File: src/rtl/cpu_types_pkg.sv
// cpu_types_pkg: shared CPU datapath types used by the writeback queue.
package cpu_types_pkg;
   typedef logic [31:0] word_t;
   typedef logic [4:0] regbits_t;
   typedef struct packed {
      regbits_t sel;
      word_t    dat;
   } wb_entry_t;
   localparam int WB_DEPTH_DEFAULT = 4;
endpackage

File: src/rtl/wb_fifo.sv
// wb_fifo: in-order wb_entry_t queue accepting up to two pushes per cycle.
// entries[] presents the stored entries oldest-first, starting at the head.
module wb_fifo
   import cpu_types_pkg::*;
#(
   parameter int DEPTH = WB_DEPTH_DEFAULT,
   localparam int AW = $clog2(DEPTH)
) (
   input  logic                  clk,
   input  logic                  rst,
   input  logic [1:0]            push_n,
   input  wb_entry_t             push0,
   input  wb_entry_t             push1,
   input  logic                  pop,
   output wb_entry_t             head,
   output logic [AW:0]           count,
   output wb_entry_t [DEPTH-1:0] entries
);
   wb_entry_t mem [DEPTH];
   logic [AW:0] wptr, rptr;
   logic [AW-1:0] w0, w1;
   assign w0 = wptr[AW-1:0];
   assign w1 = w0 + AW'(1);
   assign count = wptr - rptr;
   assign head = mem[rptr[AW-1:0]];
   always_ff @(posedge clk or posedge rst)
      if (rst) begin
         wptr <= '0;
         rptr <= '0;
      end else begin
         wptr <= wptr + (AW+1)'(push_n);
         rptr <= rptr + (AW+1)'(pop);
      end
   always_ff @(posedge clk) begin
      if (push_n != 2'd0) mem[w0] <= push0;
      if (push_n == 2'd2) mem[w1] <= push1;
   end
   for (genvar i = 0; i < DEPTH; i++) begin : g_view
      assign entries[i] = mem[rptr[AW-1:0] + AW'(i)];
   end
endmodule

File: src/rtl/wb_write_queue.sv
// wb_write_queue: two-producer writeback queue driving the register file write port.
// WB_BYPASS_EN enables the decode bypass lookup (hit/fwd); otherwise those outputs are 0.
module wb_write_queue
   import cpu_types_pkg::*;
#(
   parameter int DEPTH = WB_DEPTH_DEFAULT
) (
   input  logic        CLK,
   input  logic        RST,
   input  logic        mem_valid,
   output logic        mem_ready,
   input  logic [4:0]  mem_sel,
   input  logic [31:0] mem_dat,
   input  logic        alu_valid,
   output logic        alu_ready,
   input  logic [4:0]  alu_sel,
   input  logic [31:0] alu_dat,
   output logic        rf_wen,
   output logic [4:0]  rf_wsel,
   output logic [31:0] rf_wdat,
   input  logic [4:0]  rsel1,
   input  logic [4:0]  rsel2,
   output logic        hit1,
   output logic        hit2,
   output logic [31:0] fwd1,
   output logic [31:0] fwd2,
   output logic        empty
);
   localparam int AW = $clog2(DEPTH);
   wb_entry_t head, mem_e, alu_e;
   wb_entry_t [DEPTH-1:0] entries;
   logic [AW:0] count;
   logic [AW+1:0] free;
   logic [1:0] push_n;
   logic pop, mem_go, alu_go;
   assign pop = count != '0;
   // free slots include the head leaving this cycle
   assign free = (AW+2)'(DEPTH) - (AW+2)'(count) + (AW+2)'(pop);
   assign mem_ready = free != '0;
   assign alu_ready = free > (AW+2)'(1) || (free == (AW+2)'(1) && !mem_valid);
   // writes to r0 complete the handshake but are dropped here
   assign mem_go = mem_valid && mem_ready && mem_sel != '0;
   assign alu_go = alu_valid && alu_ready && alu_sel != '0;
   assign push_n = {1'b0, mem_go} + {1'b0, alu_go};
   assign mem_e = '{sel: mem_sel, dat: mem_dat};
   assign alu_e = '{sel: alu_sel, dat: alu_dat};
   wb_fifo #(.DEPTH(DEPTH)) u_fifo (
      .clk(CLK),
      .rst(RST),
      .push_n(push_n),
      .push0(mem_go ? mem_e : alu_e),
      .push1(alu_e),
      .pop(pop),
      .head(head),
      .count(count),
      .entries(entries)
   );
   always_ff @(posedge CLK or posedge RST)
      if (RST) begin
         rf_wen <= 1'b0;
         rf_wsel <= '0;
         rf_wdat <= '0;
      end else begin
         rf_wen <= pop;
         if (pop) begin
            rf_wsel <= head.sel;
            rf_wdat <= head.dat;
         end
      end
   assign empty = count == '0 && !rf_wen;
`ifdef WB_BYPASS_EN
   // oldest candidate first so the youngest match overwrites; r0 never resides anywhere
   function automatic logic [32:0] lookup(input logic [4:0] sel);
      logic [32:0] r;
      r = {rf_wen && rf_wsel == sel, rf_wdat};
      for (int i = 0; i < DEPTH; i++)
         if ((AW+1)'(i) < count && entries[i].sel == sel) r = {1'b1, entries[i].dat};
      return r[32] ? r : '0;
   endfunction
   always_comb {hit1, fwd1} = lookup(rsel1);
   always_comb {hit2, fwd2} = lookup(rsel2);
`else
   logic unused_bypass;
   assign {hit1, fwd1, hit2, fwd2} = '0;
   assign unused_bypass = ^{rsel1, rsel2, entries};
`endif
endmodule

File: config.mk
export PLATFORM = sky130hd
export DESIGN_NAME = wb_write_queue
export DESIGN_NICKNAME = d
export VERILOG_FILES = /design/src/rtl/cpu_types_pkg.sv /design/src/rtl/wb_fifo.sv /design/src/rtl/wb_write_queue.sv
export SDC_FILE = /design/constraint.sdc
export NUM_CORES = 1
export LEC_CHECK = 0
export CAP_MARGIN = 20
export CORE_MARGIN = 5
export CORE_UTILIZATION = 33
export DETAILED_ROUTE_END_ITERATION = 6
export DONT_BUFFER_PORTS = 1
export PLACE_DENSITY = 0.57
export REMOVE_ABC_BUFFERS = 1
export SETUP_SLACK_MARGIN = 0.05
export SLEW_MARGIN = 20
export SYNTH_ARGS = -nofsm -noshare
export SYNTH_HDL_FRONTEND = slang
export SYNTH_SLANG_ARGS = --single-unit
File: constraint.sdc
create_clock -name CLK -period 7.5 [get_ports CLK]
set_clock_uncertainty 0.15 [all_clocks]
set_input_delay 1.5 -clock CLK [delete_from_list [all_inputs] [get_ports CLK]]
set_output_delay 1.5 -clock CLK [all_outputs]
set_load 0.005 [all_outputs]
Word-level counts from Yosys, hierarchy flattened

Memories as Yosys holds them, arrays and structs flattened. A register that Yosys moved wholly into a read port is not among the register bits.
Cells that the tools add are included.

Bits in registers: 7
RAM bits: 148
Input port bits: 88
Logic and storage cells: 34
Memories: 1

Memory list:

| name       | words | bits a word | rd ports | clocked after memory_dff | write ports | RTL line      | text |
|---|---|---|---|---|---|---|---|
| u_fifo.mem | 4     | 37          | 1        | 1                        | 2           | wb_fifo.sv:19 | `wb_entry_t mem [DEPTH];` |

Multiplexer cells: 5
Reduce and logical (&&, ||, !) cells: 15
Order comparisons: 1
Add/subtract/negate cells: 7
Eq/ne operators: 2

Operators by type and width:

| kind                                                                  | count |
|---|---|
| 37-bit 2-to-1 mux                                                     | 1 |
| 5-bit nonzero test                                                    | 2 |
| 1-bit logical AND                                                     | 6 |
| 4-bit by 1-bit adder with 4-bit output                                | 1 |
| 4-bit by 1-bit equality test with 1-bit output, second input constant | 1 |
| 4-bit by 1-bit > comparator with 1-bit output, second input constant  | 1 |
| 1-bit 2-to-1 mux                                                      | 4 |
| 4-bit nonzero test                                                    | 1 |
| 3-bit by 3-bit subtractor with 4-bit output, first input constant     | 1 |
| 3-bit by 1-bit adder with 3-bit output                                | 1 |
| 3-bit by 2-bit adder with 3-bit output                                | 1 |
| 3-bit logical NOT                                                     | 1 |
| 3-bit nonzero test                                                    | 1 |
| 3-bit subtractor                                                      | 1 |
| 1-bit by 1-bit adder with 2-bit output                                | 1 |
| 2-bit by 1-bit adder with 2-bit output, second input constant         | 1 |
| 2-bit equality test, second input constant                            | 1 |
| 1-bit logical NOT                                                     | 2 |
| 2-bit nonzero test                                                    | 1 |
| 1-bit logical OR                                                      | 1 |

Depth between registers and ports, before layout

Depth after elaboration: 12
Gate-level depth with buffers: 16

Modules after synthesis

A second synthesis with hierarchy kept.

Cell total of the unflattened synthesis: 849
Area total of the unflattened synthesis: 13297.8 um^2

By module, submodules not included:

| module         | instances | cells an instance | area an instance (um^2) |
|---|---|---|---|
| wb_fifo        | 1         | 565               | 10747.8 |
| wb_write_queue | 1         | 284               | 2549.9 |

Least setup slack after synthesis

OpenSTA, ideal clock, no wires.

Kind: flip-flop to flip-flop
Start: register u_fifo.rptr[1]
End: memory u_fifo.mem[0][0] (netlist name) (enable)
Required time: 6863 ps
Arrival: 5727 ps
Stages on the path, launching flop included: 12
Setup slack: 1136 ps
Setup time: 487 ps
Clock period less this slack: 6364 ps
Cell sequence: dfrtp_1 > clkbuf_1 > clkbuf_1 > inv_1 > fa_1 > inv_1 > ha_1 > clkinv_1 > o211ai_1 > o211ai_1 > ha_1 > o31ai_1

RTL lines:

| what                   | RTL line      | text |
|---|---|---|
| start, declared        | wb_fifo.sv:20 | `logic [AW:0] wptr, rptr;` |
| start signal, assigned | wb_fifo.sv:32 | `rptr <= rptr + (AW+1)'(pop);` |
| end, declared          | wb_fifo.sv:19 |  |

==> impl_metrics.env <==
export IMPL_status="complete, no violations"
export IMPL_min_period_over_period=0.726
export IMPL_cts_resized=0
export IMPL_wl_per_cell_um=23.2
export IMPL_drt_iter0_drc=182
export IMPL_area_growth_pct=8.40
export IMPL_async_reset_ff_frac=0.229
export IMPL_start_kind="flop"
export IMPL_post_cts_buffers=0
export IMPL_cts_made_buffers=17
export IMPL_io_buffers=0
export IMPL_layout_cells_non_filler=962
export IMPL_synth_distinct_cells=32
export IMPL_diodes=0
export IMPL_cts_sinks=192
export IMPL_die_height_um=182
export IMPL_grt_first_pass_wirelength_um=33800
export IMPL_placed_area_um2=9940
export IMPL_min_delay_path_class="reg -> reg"
export IMPL_grt_ovfl_total=0
export IMPL_routed_via_density=4.94
export IMPL_required_ns=7.52
export IMPL_drv_slew=0
export IMPL_yosys_warnings=0
export IMPL_hold_viol=0
export IMPL_cts_tree="done"
export IMPL_fin_ws_ns=2.06
export IMPL_syn_inst=558
export IMPL_fin_tns_setup_ns=0
export IMPL_p_leak_nw=3.72
export IMPL_synth_edf_count=148
export IMPL_nets=662
export IMPL_final_cell_mix="mux2_2 (165), edfxtp_1 (148), conb_1 (67)"
export IMPL_hold_slack_ns=0.346
export IMPL_mostFrequentLayoutCell="mux2_2"
export IMPL_drive_gt1_frac=0.490
export IMPL_synth_area_um2=9710
export IMPL_wirelength_um=22300
export IMPL_hold_buffers=0
export IMPL_cp_end_kind="flop"
export IMPL_grt_total_usage=0.136
export IMPL_crit_fanout=22
export IMPL_fin_util=0.365
export IMPL_finalCriticalPeriod_ns=5.44
export IMPL_worst_pin_slew_ns=0.918
export IMPL_cp_arrival_ns=5.46
export IMPL_grt_pass1_vias=5475
export IMPL_via_count=4756
export IMPL_ir_drop_uv=500
export IMPL_ys_seq_elements=192
export IMPL_htreeDepth=4
export IMPL_row_count=62
export IMPL_rsz0062_at_grt="no"
export IMPL_dp_cells=930
export IMPL_drcViolationCount=0
export IMPL_finalPower_mw=5.78
export IMPL_crit_type="reg -> reg"
export IMPL_core_area_um2=28900
export IMPL_root_buffer="clkbuf_16"
export IMPL_finish_instance_area_um2=10500
export IMPL_start_util=0.337
export IMPL_path_clk_slew_ns=0.08
export IMPL_gp_congestion=0.666
export IMPL_clock_latency_ns=0.43
export IMPL_setup_viol=0
export IMPL_antenna_left=0
export IMPL_pre_cts_ws_ns=2.01
export IMPL_relSlewSlack=0.388
export IMPL_cts_buffer_depth=2
export IMPL_max_freq_mhz=184
export IMPL_hpwl_um=13800
export IMPL_seq_area_frac_synth=0.571
export IMPL_die_area_um2=33000
export IMPL_grt_max_degree=45
export IMPL_max_cap_violations=0
export IMPL_p_per_area_nw_per_um2=549
export IMPL_synth_ff_type="edfxtp_1"
export IMPL_drtPass1Iterations=4
export IMPL_antenna_found_initial=0
export IMPL_die_w_um=182
export IMPL_avgSynthCellArea_um2=17.4
export IMPL_pin_count=195
worst max-delay path: stages, from the launching register on:
cell and delay (ns):
dfrtp_1 0.52, inv_1 0.10, ha_1 0.19, inv_1 0.06, fa_1 0.50, inv_1 0.10, ha_1 0.21, nand2b_1 0.10
mux2i_4 0.37, o211ai_1 0.26, o211a_1 0.20, ha_1 0.24, nand2b_1 0.26, o221ai_1 0.24, a31oi_4 0.73, buf_4 0.53
mux2_2 0.40
cell type report:
| cell class | count | area, µm² |
|---|---|---|
| Inverter | 7 | 26.3 |
| Tap cell | 384 | 480 |
| Timing Repair Buffer | 15 | 133 |
| Fill cell | 2734 | 18300 |
| Clock inverter | 13 | 146 |
| Sequential cell | 192 | 5550 |
| Multi-Input combinational cell | 332 | 3750 |
| Clock buffer | 19 | 443 |
sequential cells by signal, summed over array words and instances, names as in the netlist:
signal / cells
rf_wdat: 32
u_fifo.wptr: 3
u_fifo.mem: 148
rf_wsel: 5
rf_wen: 1
u_fifo.rptr: 3
logic make-up after synthesis:
group / share of synthesized area
AO/OA/AOI/OAI: 0.0206
XOR/XNOR: 0.00425
adder cells (fa/ha/maj): 0.0131
buffers and inverters: 0.0733
flip-flops: 0.571
multiplexers: 0.310
other: 0.000773
AND/OR/NAND/NOR: 0.00670
per-layer routing:
metal	share of wire	up-vias	track usage
li1	-	2055	-
met1	0.43	2525	0.168
met2	0.49	162	0.233
met3	0.070	14	0.0472
met4	0.0073	0	0.0255
met5	0	-	0
power by group:
| group | total, mW | switching, mW | internal [mW] |
|---|---|---|---|
| Clock | 0.915 | 0.433 | 0.482 |
| Combinational | 2.74 | 1.43 | 1.31 |
| Sequential | 2.12 | 0.200 | 1.92 |
| Total | 5.78 | 2.06 | 3.71 |
cell usage after synthesis (2+ instances only):
master    count  area share
nand2_1       2     0.00077
or4_1         2      0.0015
buf_4        66       0.051
edfxtp_1    148        0.46
inv_1         6      0.0023
buf_1         5      0.0019
a31oi_4       4      0.0088
o211ai_1      4      0.0031
mux2_4       20       0.031
nand2b_1      3      0.0019
o211a_1       2      0.0021
xor2_1        2      0.0018
ha_1          7      0.0090
mux2_2      165        0.19
nand3_1       2      0.0010
mux4_2       37       0.086
nor2_1        2     0.00077
conb_1        2     0.00077
clkbuf_1      7      0.0027
a21oi_1       2      0.0010
fa_1          2      0.0041
dfrtp_1      44        0.11
buf_2         2      0.0010
buf_6        12       0.014
o221ai_1      3      0.0027
path summary, 6_finish.rpt:
check | startpoint | to | slack (ns) | cells after the start
setup / recovery | u_fifo.wptr[0] | u_fifo.mem[3][12] | 2.06 | 16
hold / removal | u_fifo.rptr[2] | u_fifo.rptr[2] | 0.35 | 1
setup reg to reg | u_fifo.wptr[0] | u_fifo.mem[3][12] | 2.06 | 16
hold reg to reg | u_fifo.rptr[2] | u_fifo.rptr[2] | 0.35 | 1
max in group asynchronous | RST | u_fifo.rptr[0] | 5.68 | 2
min in group asynchronous | RST | rf_wdat[24] | 0.99 | 2
No activity file was read; power rests on OpenSTA's default activity.
